**config.mk**
```make
export PLATFORM = sky130hd
export DESIGN_NAME = twiddle_sequencer
export DESIGN_NICKNAME = d
export VERILOG_FILES = /design/src/rtl/twiddle_sequencer.sv
export SDC_FILE = /design/constraint.sdc
export NUM_CORES = 1
export LEC_CHECK = 0
export BUFFER_PORTS_ARGS = -buffer_cell sky130_fd_sc_hd__buf_2
export CAP_MARGIN = 20
export CORE_MARGIN = 4
export CORE_UTILIZATION = 49
export DETAILED_ROUTE_END_ITERATION = 10
export GPL_ROUTABILITY_DRIVEN = 0
export MAX_ROUTING_LAYER = met4
export PLACE_DENSITY = 0.74
export REMOVE_ABC_BUFFERS = 1
export SYNTH_ARGS = -nofsm -noshare
export SYNTH_HDL_FRONTEND = slang
export SYNTH_SLANG_ARGS = --single-unit
export TNS_END_PERCENT = 1
```
**constraint.sdc**
```tcl
create_clock -name clk -period 2.1 [get_ports clk]
set_input_delay 0.42 -clock clk [delete_from_list [all_inputs] [get_ports clk]]
set_output_delay 0.42 -clock clk [all_outputs]
set_load 0.05 [all_outputs]
```
**src/rtl/twiddle_sequencer.sv**
```systemverilog
// ============================================================================
// Module      : twiddle_sequencer
// Description : Per-stage twiddle/bypass source for the 32-point radix-2 MDC
//               FFT multiplier. Optional macro TW_SYNC_CHECK_EN adds the
//               registered sync_err misalignment pulse.
// Revision    : 1.0 - initial release
// ============================================================================
`default_nettype none

module twiddle_sequencer #(
    parameter int WIDTH = 10,
    parameter int STAGE = 0
) (
    input  logic             clk,
    input  logic             rst,
    input  logic             in_valid,
    input  logic             in_sync,
    output logic [WIDTH-2:0] tw_re,
    output logic [WIDTH-2:0] tw_im,
    output logic             mul_mode,
`ifdef TW_SYNC_CHECK_EN
    output logic             sync_err,
`endif
    output logic             tw_valid
);

    // Quarter-turn-aware table at scale 128; k=0 never used (bypass).
    function automatic logic [17:0] rom_lookup(input logic [3:0] k);
        logic signed [8:0] re;
        logic signed [8:0] im;
        re = '0;
        im = '0;
        case (k)
            4'd1:    begin re =  9'sd126; im = -9'sd25;  end
            4'd2:    begin re =  9'sd118; im = -9'sd49;  end
            4'd3:    begin re =  9'sd106; im = -9'sd71;  end
            4'd4:    begin re =  9'sd91;  im = -9'sd91;  end
            4'd5:    begin re =  9'sd71;  im = -9'sd106; end
            4'd6:    begin re =  9'sd49;  im = -9'sd118; end
            4'd7:    begin re =  9'sd25;  im = -9'sd126; end
            4'd8:    begin re =  9'sd0;   im = -9'sd128; end
            4'd9:    begin re = -9'sd25;  im = -9'sd126; end
            4'd10:   begin re = -9'sd49;  im = -9'sd118; end
            4'd11:   begin re = -9'sd71;  im = -9'sd106; end
            4'd12:   begin re = -9'sd91;  im = -9'sd91;  end
            4'd13:   begin re = -9'sd106; im = -9'sd71;  end
            4'd14:   begin re = -9'sd118; im = -9'sd49;  end
            4'd15:   begin re = -9'sd126; im = -9'sd25;  end
            default: begin re =  9'sd0;   im =  9'sd0;   end
        endcase
        return {re, im};
    endfunction

    logic [3:0]        r_cnt;
    logic [WIDTH-2:0]  r_tw_re;
    logic [WIDTH-2:0]  r_tw_im;
    logic              r_mul_mode;
    logic              r_tw_valid;

    logic [3:0]        w_idx;
    logic [3:0]        w_e;
    logic              w_bypass;
    logic [17:0]       w_rom;
    logic signed [8:0] w_rom_re;
    logic signed [8:0] w_rom_im;
    logic [WIDTH-2:0]  w_re_scaled;
    logic [WIDTH-2:0]  w_im_scaled;

    assign w_idx    = in_sync ? 4'd0 : r_cnt;
    assign w_e      = w_idx << STAGE;
    assign w_bypass = (w_e == 4'd0);
    assign w_rom    = rom_lookup(w_e);
    assign w_rom_re = w_rom[17:9];
    assign w_rom_im = w_rom[8:0];

    // Table is native at WIDTH=10; other widths shift to scale 2^(WIDTH-3).
    generate
        if (WIDTH >= 10) begin : g_scale_up
            assign w_re_scaled = (WIDTH-1)'(w_rom_re) <<< (WIDTH-10);
            assign w_im_scaled = (WIDTH-1)'(w_rom_im) <<< (WIDTH-10);
        end else begin : g_scale_down
            logic signed [8:0] w_re_sh;
            logic signed [8:0] w_im_sh;
            assign w_re_sh     = w_rom_re >>> (10-WIDTH);
            assign w_im_sh     = w_rom_im >>> (10-WIDTH);
            assign w_re_scaled = w_re_sh[WIDTH-2:0];
            assign w_im_scaled = w_im_sh[WIDTH-2:0];
        end
    endgenerate

    always_ff @(posedge clk or posedge rst) begin
        if (rst) begin
            r_cnt      <= 4'd0;
            r_tw_re    <= '0;
            r_tw_im    <= '0;
            r_mul_mode <= 1'b1;
            r_tw_valid <= 1'b0;
        end else begin
            r_tw_valid <= in_valid;
            if (in_valid) begin
                r_cnt      <= w_idx + 4'd1;
                r_mul_mode <= w_bypass;
                r_tw_re    <= w_bypass ? '0 : w_re_scaled;
                r_tw_im    <= w_bypass ? '0 : w_im_scaled;
            end
        end
    end

`ifdef TW_SYNC_CHECK_EN
    logic r_sync_err;

    always_ff @(posedge clk or posedge rst) begin
        if (rst) begin
            r_sync_err <= 1'b0;
        end else begin
            r_sync_err <= in_valid & in_sync & (r_cnt != 4'd0);
        end
    end

    assign sync_err = r_sync_err;
`endif

    assign tw_re    = r_tw_re;
    assign tw_im    = r_tw_im;
    assign mul_mode = r_mul_mode;
    assign tw_valid = r_tw_valid;

endmodule

`default_nettype wire

```
==> key figures, run 1 <==
Critical path
  • CP Buf/Inv Count: 1
  • WP data arrival: 1980 ps
  • Cell Chain, Critical Path: nor2b_1 -> inv_1 -> ha_1 -> a21o_1 -> o32ai_1
  • Startpoint types: flop
  • CP max stage delay: 360 ps
  • Kind of critical path: flop to flop
  • Delay-heaviest family, CP: compound AO/OA/AOI/OAI gates
  • Critical path required time: 2310 ps
  • CP max-delay cell: dfrtp_1
  • Crit end category: flop
  • CP max FO: 9

Placed design
  • # placed instances: 188
  • Dpl ws: 187 ps
  • Number of port buffers: 23
  • HPWL after DPL: 2.01 mm

Routing
  • Vias: 1069
  • Final WL: 2.79 mm
  • Routed len/inst: 14.5 um
  • Initial DRC Count: 25
  • Via density: 5.57
  • Detail Route Antenna Nets: 0
  • Drt drc: 0
  • Router iterations before antenna repair: 4

Floorplan
  • Initial core utilization: 0.535
  • # rows: 18
  • Num ports: 24
  • Die Width: 61.0 um
  • Vert. Die Dim: 61.0 um
  • Die area: 3710 sq um
  • CORE AREA: 2570 sq um

Global route
  • Congestion Overflow GR: 0
  • First-pass GRT wire length: 4.91 mm
  • Gr busiest metal: met2
  • M3 GR Usage: 0.0511
  • GRT Total Usage: 0.182
  • Number of global-route vias before repair: 1118
  • Initial antenna violation count: 0
  • GR Util met2: 0.284
  • M1 GR Usage: 0.227
  • Pin count of the biggest net entering global routing: 23

Finish
  • Number of antenna diodes: 0
  • Layout cells sized above 1: 0.247
  • Final Util: 0.600
  • Commonest non-fill, non-tap cell in the layout: buf_2
  • Area Overhead vs Synth: 12.2%
  • Most frequent cells in the layout: 23 x buf_2, 21 x dfrtp_1, 11 x inv_1, 10 x nor2_1
  • Final std cells w/o fill: 192
  • Final #Nets: 175

Clock network
  • Post-CTS Hold Buffers: 0
  • Clock latency on the worst-skew pair: 310 ps
  • # clock sinks: 22
  • CTS clk-pin slew, worst paths: 120 ps
  • Setup Fix Bufs, Post-CTS: 0
  • Root buf cell: clkbuf_4
  • CTS tree: done
  • CTS Buffer Depth: 2
  • TritonCTS Buffers: 3
  • H-Tree Depth: 1
  • Post-CTS resize count: 0

Synth
  • Seq cells post-synth: 22
  • Dominant cells by area after synthesis: dfrtp_1 38%, ha_1 7.3%, o2bb2ai_1 5.7%, nand2b_1 3.6%, o32ai_1 3.2%
  • Avg Synthesized Cell Area: 9.88 sq um
  • YS warnings: 0
  • Synth Cell Area: 1370 sq um
  • Yosys top cell area share: 0.383
  • Synth cell types: 42
  • Cell count after synthesis: 139
  • Post-synth top area cell: dfrtp_1
  • Seq/Total Area, Yosys: 0.402

Run
  • Max-cap violation count: 0

Power and ir drop
  • Peak supply drop: 0.711 mV
  • Leak pwr: 0.714 nW
  • Power Density: 906 nW/um^2
  • Design Power: 1.40 mW

Timing
  • Max Freq: 568 MHz
  • Setup WS post-layout: 340 ps
  • Finish-stage setup viols: 0
  • Worst-case clock skew: 4.89 ps
  • Min Tclk post-route: 1760 ps
  • RSZ-0062 raised after global routing: false
  • Max-slew headroom: 0.562
  • Final hold vios: 0
  • Worst-Margin Slew: 657 ps
  • Period Utilization, post-route: 0.838
  • Setup TNS: 0 ps
  • Fin. max-slew vios: 0

Run status
  • Status: finished clean

Worst hold path
  • Worst min path class: input port to async pin
power by group:
part / switching [mW] / internal [mW] / leakage, nW
registers: 0.0557 / 0.493 / 0.279
logic: 0.419 / 0.197 / 0.414
clock network: 0.127 / 0.106 / 0.0210
cells in the mapped netlist:
master	n
dfrtp_1	21
inv_1	11
nor2_1	10
o2bb2ai_1	9
a21oi_1	8
ha_1	8
nand2b_1	8
o21ai_0	6
nor2b_1	5
o32ai_1	5
buf_2	4
clkbuf_1	4
a211oi_1	3
buf_4	3
mux2i_1	3
a311oi_1	2
nand3_1	2
nor3b_1	2
or2b_1	2
a21boi_0	1
a21o_1	1
a22o_1	1
a31oi_1	1
a32o_1	1
and2_1	1
and2b_1	1
and3_1	1
buf_12	1
buf_6	1
clkinv_1	1
dfstp_2	1
mux2_2	1
mux4_1	1
nand2_1	1
nand3b_1	1
nor3_1	1
o21a_1	1
o21ai_2	1
o21ba_2	1
o22a_1	1
o31ai_1	1
o32a_1	1
state kept, by name (all words and copies together), names as in the netlist:
signal	cells
r_cnt	4
tw_re	8
mul_mode	1
tw_valid	1
tw_im	8
worst paths after layout:
path	from	endpoint	slack (ps)	cells past startpoint
max in group asynchronous	rst	mul_mode	1710	3
worst min register to register	tw_im[4]	tw_im[4]	500	1
worst min-delay path	rst	tw_valid	110	3
worst max register to register	r_cnt[1]	tw_im[5]	340	5
min in group clk	in_valid	tw_valid	330	1
worst max-delay path	r_cnt[1]	tw_im[5]	340	5
routing by layer:
| layer | wire [um] | up-vias |
|---|---|---|
| met3 | 153 | 4 |
| met5 | 0 | - |
| met2 | 1340 | 35 |
| met1 | 1270 | 493 |
| li1 | - | 537 |
| met4 | 30 | 0 |
tightest hold or removal path: stages:
cell   delay (ps)
buf_2          90
inv_1          40
buf_4         270
layout make-up:
type                    count  area, sq um
inverters                  12         45.0
well taps                  30         37.5
repair buffers             32          183
clock buffers               4         36.3
flip-flops and latches     22          552
fillers                   228         1030
multi-input cells          92          688
kinds of logic after synthesis:
family          Yosys count  share of synthesized area
mux                       5                     0.0492
compound gates           44                      0.237
fa+ha+maj                 8                     0.0729
flops                    22                      0.402
simple gates             35                      0.142
buf+inv                  25                     0.0974
stage by stage:
stage          hold WS, ps  instance area, sq um
2_1_floorplan          408                  1280
3_3_place_gp           464                  1510
3_5_place_dp           469                  1510
4_1_cts                119                  1540
5_1_grt                116                  1540
6_report               115                  1540
No activity file was read; power rests on OpenSTA's default activity.
==> run 2, diff against run 1 <==
--- a/config.mk
+++ b/config.mk
@@ -5,14 +5,15 @@
 export SDC_FILE = /design/constraint.sdc
 export NUM_CORES = 1
 export LEC_CHECK = 0
+export ABC_AREA = 1
 export BUFFER_PORTS_ARGS = -buffer_cell sky130_fd_sc_hd__buf_2
 export CAP_MARGIN = 20
 export CORE_MARGIN = 4
-export CORE_UTILIZATION = 49
+export CORE_UTILIZATION = 50
 export DETAILED_ROUTE_END_ITERATION = 10
 export GPL_ROUTABILITY_DRIVEN = 0
 export MAX_ROUTING_LAYER = met4
-export PLACE_DENSITY = 0.74
+export PLACE_DENSITY = 0.75
 export REMOVE_ABC_BUFFERS = 1
 export SYNTH_ARGS = -nofsm -noshare
 export SYNTH_HDL_FRONTEND = slang
==> constraint.sdc (replaced) <==
create_clock -name clk -period 1.5 [get_ports clk]
set_input_delay 0.3 -clock clk [delete_from_list [all_inputs] [get_ports clk]]
set_output_delay 0.3 -clock clk [all_outputs]
set_load 0.05 [all_outputs]
==> key figures, run 2 <==
Global route
  • Initial antenna violation count: 0
  • GRT Total Usage: 0.192
  • Number of global-route vias before repair: 1187
  • Pin count of the biggest net entering global routing: 15
  • Congestion Overflow GR: 0
  • First-pass GRT wire length: 5.20 mm

Floorplan
  • Die area: 3730 sq um
  • Num ports: 24
  • Die Width: 61.0 um
  • Initial core utilization: 0.548
  • # rows: 18
  • Vert. Die Dim: 61.0 um
  • CORE AREA: 2570 sq um

Synth
  • Seq cells post-synth: 22
  • Number of synthesized flops with an enable pin: 0
  • Synth Cell Area: 1410 sq um
  • Most instantiated cells after synthesis: 63 x nand2_1, 23 x nand3_1, 21 x dfrtp_1
  • Seq/Total Area, Yosys: 0.392
  • Dominant cells by area after synthesis: dfrtp_1 37%, nand2_1 17%, nand3_1 8.2%, ha_1 7.1%, nand2_4 4.0%
  • Top FF cell, synth: dfrtp_1
  • Most common cell in the netlist: nand2_1
  • YS warnings: 0
  • Xor/xnor share of the synthesized area: 0.0125
  • Post-synthesis mux area share: 0
  • Avg Synthesized Cell Area: 8.27 sq um
  • Simple-gate share of the synthesized area: 0.375
  • Post-synth top area cell: dfrtp_1
  • Fraction of registers with async set/reset: 1.00
  • Largest family of logic cells by synthesized area: simple AND/OR/NAND/NOR gates
  • Synth Area in Adders: 0.0712
  • Yosys top cell area share: 0.374
  • Cell count after synthesis: 170
  • Compound-gate portion of the synthesized area: 0.0623
  • Synth cell types: 25

Finish
  • Commonest non-fill, non-tap cell in the layout: nand2_1
  • Area Overhead vs Synth: 19.5%
  • Final Util: 0.654
  • Final #Nets: 219
  • Number of antenna diodes: 0
  • Final std cells w/o fill: 236
  • Fillers: 238
  • Most frequent cells in the layout: 63 x nand2_1, 23 x nand3_1, 23 x buf_2, 21 x dfrtp_1, 16 x buf_4
  • Layout cells sized above 1: 0.350

Timing
  • Max Freq: 698 MHz
  • Worst-case clock skew: 8.88 ps
  • RSZ-0062 raised after global routing: true
  • Min Tclk post-route: 1430 ps
  • Final hold vios: 0
  • Period Utilization, post-route: 0.955
  • Fin. max-slew vios: 0
  • Worst-Margin Slew: 455 ps
  • Max-slew headroom: 0.696
  • Finish-stage setup viols: 0

Routing
  • Drt drc: 0
  • Vias: 1228
  • Router iterations before antenna repair: 4
  • Detail Route Antenna Nets: 0
  • Initial DRC Count: 55
  • Via density: 5.20
  • Final WL: 3.10 mm
  • Routed len/inst: 13.1 um

Critical path
  • R2r setup slk: 70 ps
  • CP max-delay cell: dfrtp_1
  • CP Buf/Inv Count: 2
  • CP max FO: 4
  • Number of cells on the critical path: 9
  • Worst r2r src: r_cnt[1]
  • Reg2Reg Depth: 9
  • Critical path required time: 1730 ps
  • Most frequent CP cell: nand2_1
  • Crit end category: flop
  • Critical Path Sink: tw_re[3]
  • WP data arrival: 1660 ps
  • Delay-heaviest family, CP: flip-flops
  • Kind of critical path: flop to flop
  • Cell Chain, Critical Path: inv_2 -> nor2_2 -> ha_1 -> inv_2 -> nand3_1 -> nand2_1 -> nand2_1 -> nand3_1 -> nand2_1
  • Startpoint types: flop
  • Reg-to-reg endpoint: tw_re[3]
  • CP max stage delay: 440 ps
  • Crit path from: r_cnt[1]

Worst hold path
  • Hold depth: 1
  • Worst min path class: input port to flop

Run
  • Max-cap violation count: 0

Placed design
  • Number of port buffers: 23
  • HPWL after DPL: 2.35 mm
  • # placed instances: 229

Clock network
  • CTS clk-pin slew, worst paths: 130 ps
  • Root buf cell: clkbuf_4
  • # clock sinks: 22
  • CTS Buffer Depth: 2
  • TritonCTS Buffers: 3
  • CTS tree: done
  • H-Tree Depth: 1
  • Clock latency on the worst-skew pair: 320 ps

Power and ir drop
  • Power Density: 1150 nW/um^2
  • Leak pwr: 0.933 nW
  • Peak supply drop: 0.882 mV

Run status
  • Status: finished clean
==> run 2: changes by cell type after synthesis, sizes merged, moves of 4 or more <==
cell	previous run	this run
nand2	1	74
nand3	2	25
o2bb2ai	9	0
nand2b	8	0
a21oi	8	2
nor2b	5	0
o32ai	5	0
clkbuf	4	0
==> run 2: power breakdown <==
group	switching, mW	internal, mW
Combinational	0.518	0.224
Clock	0.192	0.270
Sequential	0.0513	0.670
==> run 2: how the worst min path moves through the flow <==
stage / start / endpoint / slack (ps)
after floorplan: rst / r_cnt[0] / 290
after global placement: rst / tw_re[1] / 330
after detailed placement: rst / tw_re[1] / 340
after CTS: in_valid / tw_valid / 200
after global routing: in_valid / tw_valid / 200
final: in_valid / tw_valid / 200
==> run 2: layout make-up <==
| cell class | instances | area (sq um) | area share |
|---|---|---|---|
| well taps | 30 | 37.5 | 0.0223 |
| repair buffers | 41 | 265 | 0.158 |
| clock inverters | 1 | 30.0 | 0.0179 |
| flip-flops and latches | 22 | 552 | 0.328 |
| inverters | 9 | 33.8 | 0.0201 |
| clock buffers | 3 | 22.5 | 0.0134 |
| multi-input cells | 130 | 739 | 0.440 |
==> run 2: what timing repair did <==
item | 4_1_cts | 5_1_grt
gates resized for setup | 1 | 4
setup endpoints to repair | 1 | 7
hold buffers | 1 | 0
endpoints found under the hold margin | 10 | 0
setup buffers | 0 | 2
gates cloned | 0 | 0
==> run 2: metrics by stage <==
step	setup TNS (ps)	setup slack, ps	power [mW]	hold slack (ps)	area, sq um
after global routing	-36.9	-36.9	2.03	196	1680
after global placement	-5.03	-5.03	1.44	330	1600
final	0	67.5	1.93	205	1680
after CTS	0	25.4	1.91	199	1660
after detailed placement	-13.3	-13.3	1.45	344	1600
after floorplan	-103	-74.7	1.24	288	1320
==> run 2: cells by family (layout without fill, tap and decap cells) <==
logic type	Yosys count	after routing
adders and majority gates	8	8
xor gates and xnor gates	2	2
DFF	22	22
AOI/OAI and AO/OA	11	11
buffers and inverters	18	54
and+or+nand+nor	109	109
==> run 2: routing by layer <==
layer / global-route usage / part of all wire / vias to the layer above
met5: - / 0 / -
met4: 0.0588 / 0.015 / 0
met3: 0.0252 / 0.050 / 9
met2: 0.313 / 0.49 / 36
met1: 0.247 / 0.44 / 572
li1: - / - / 611
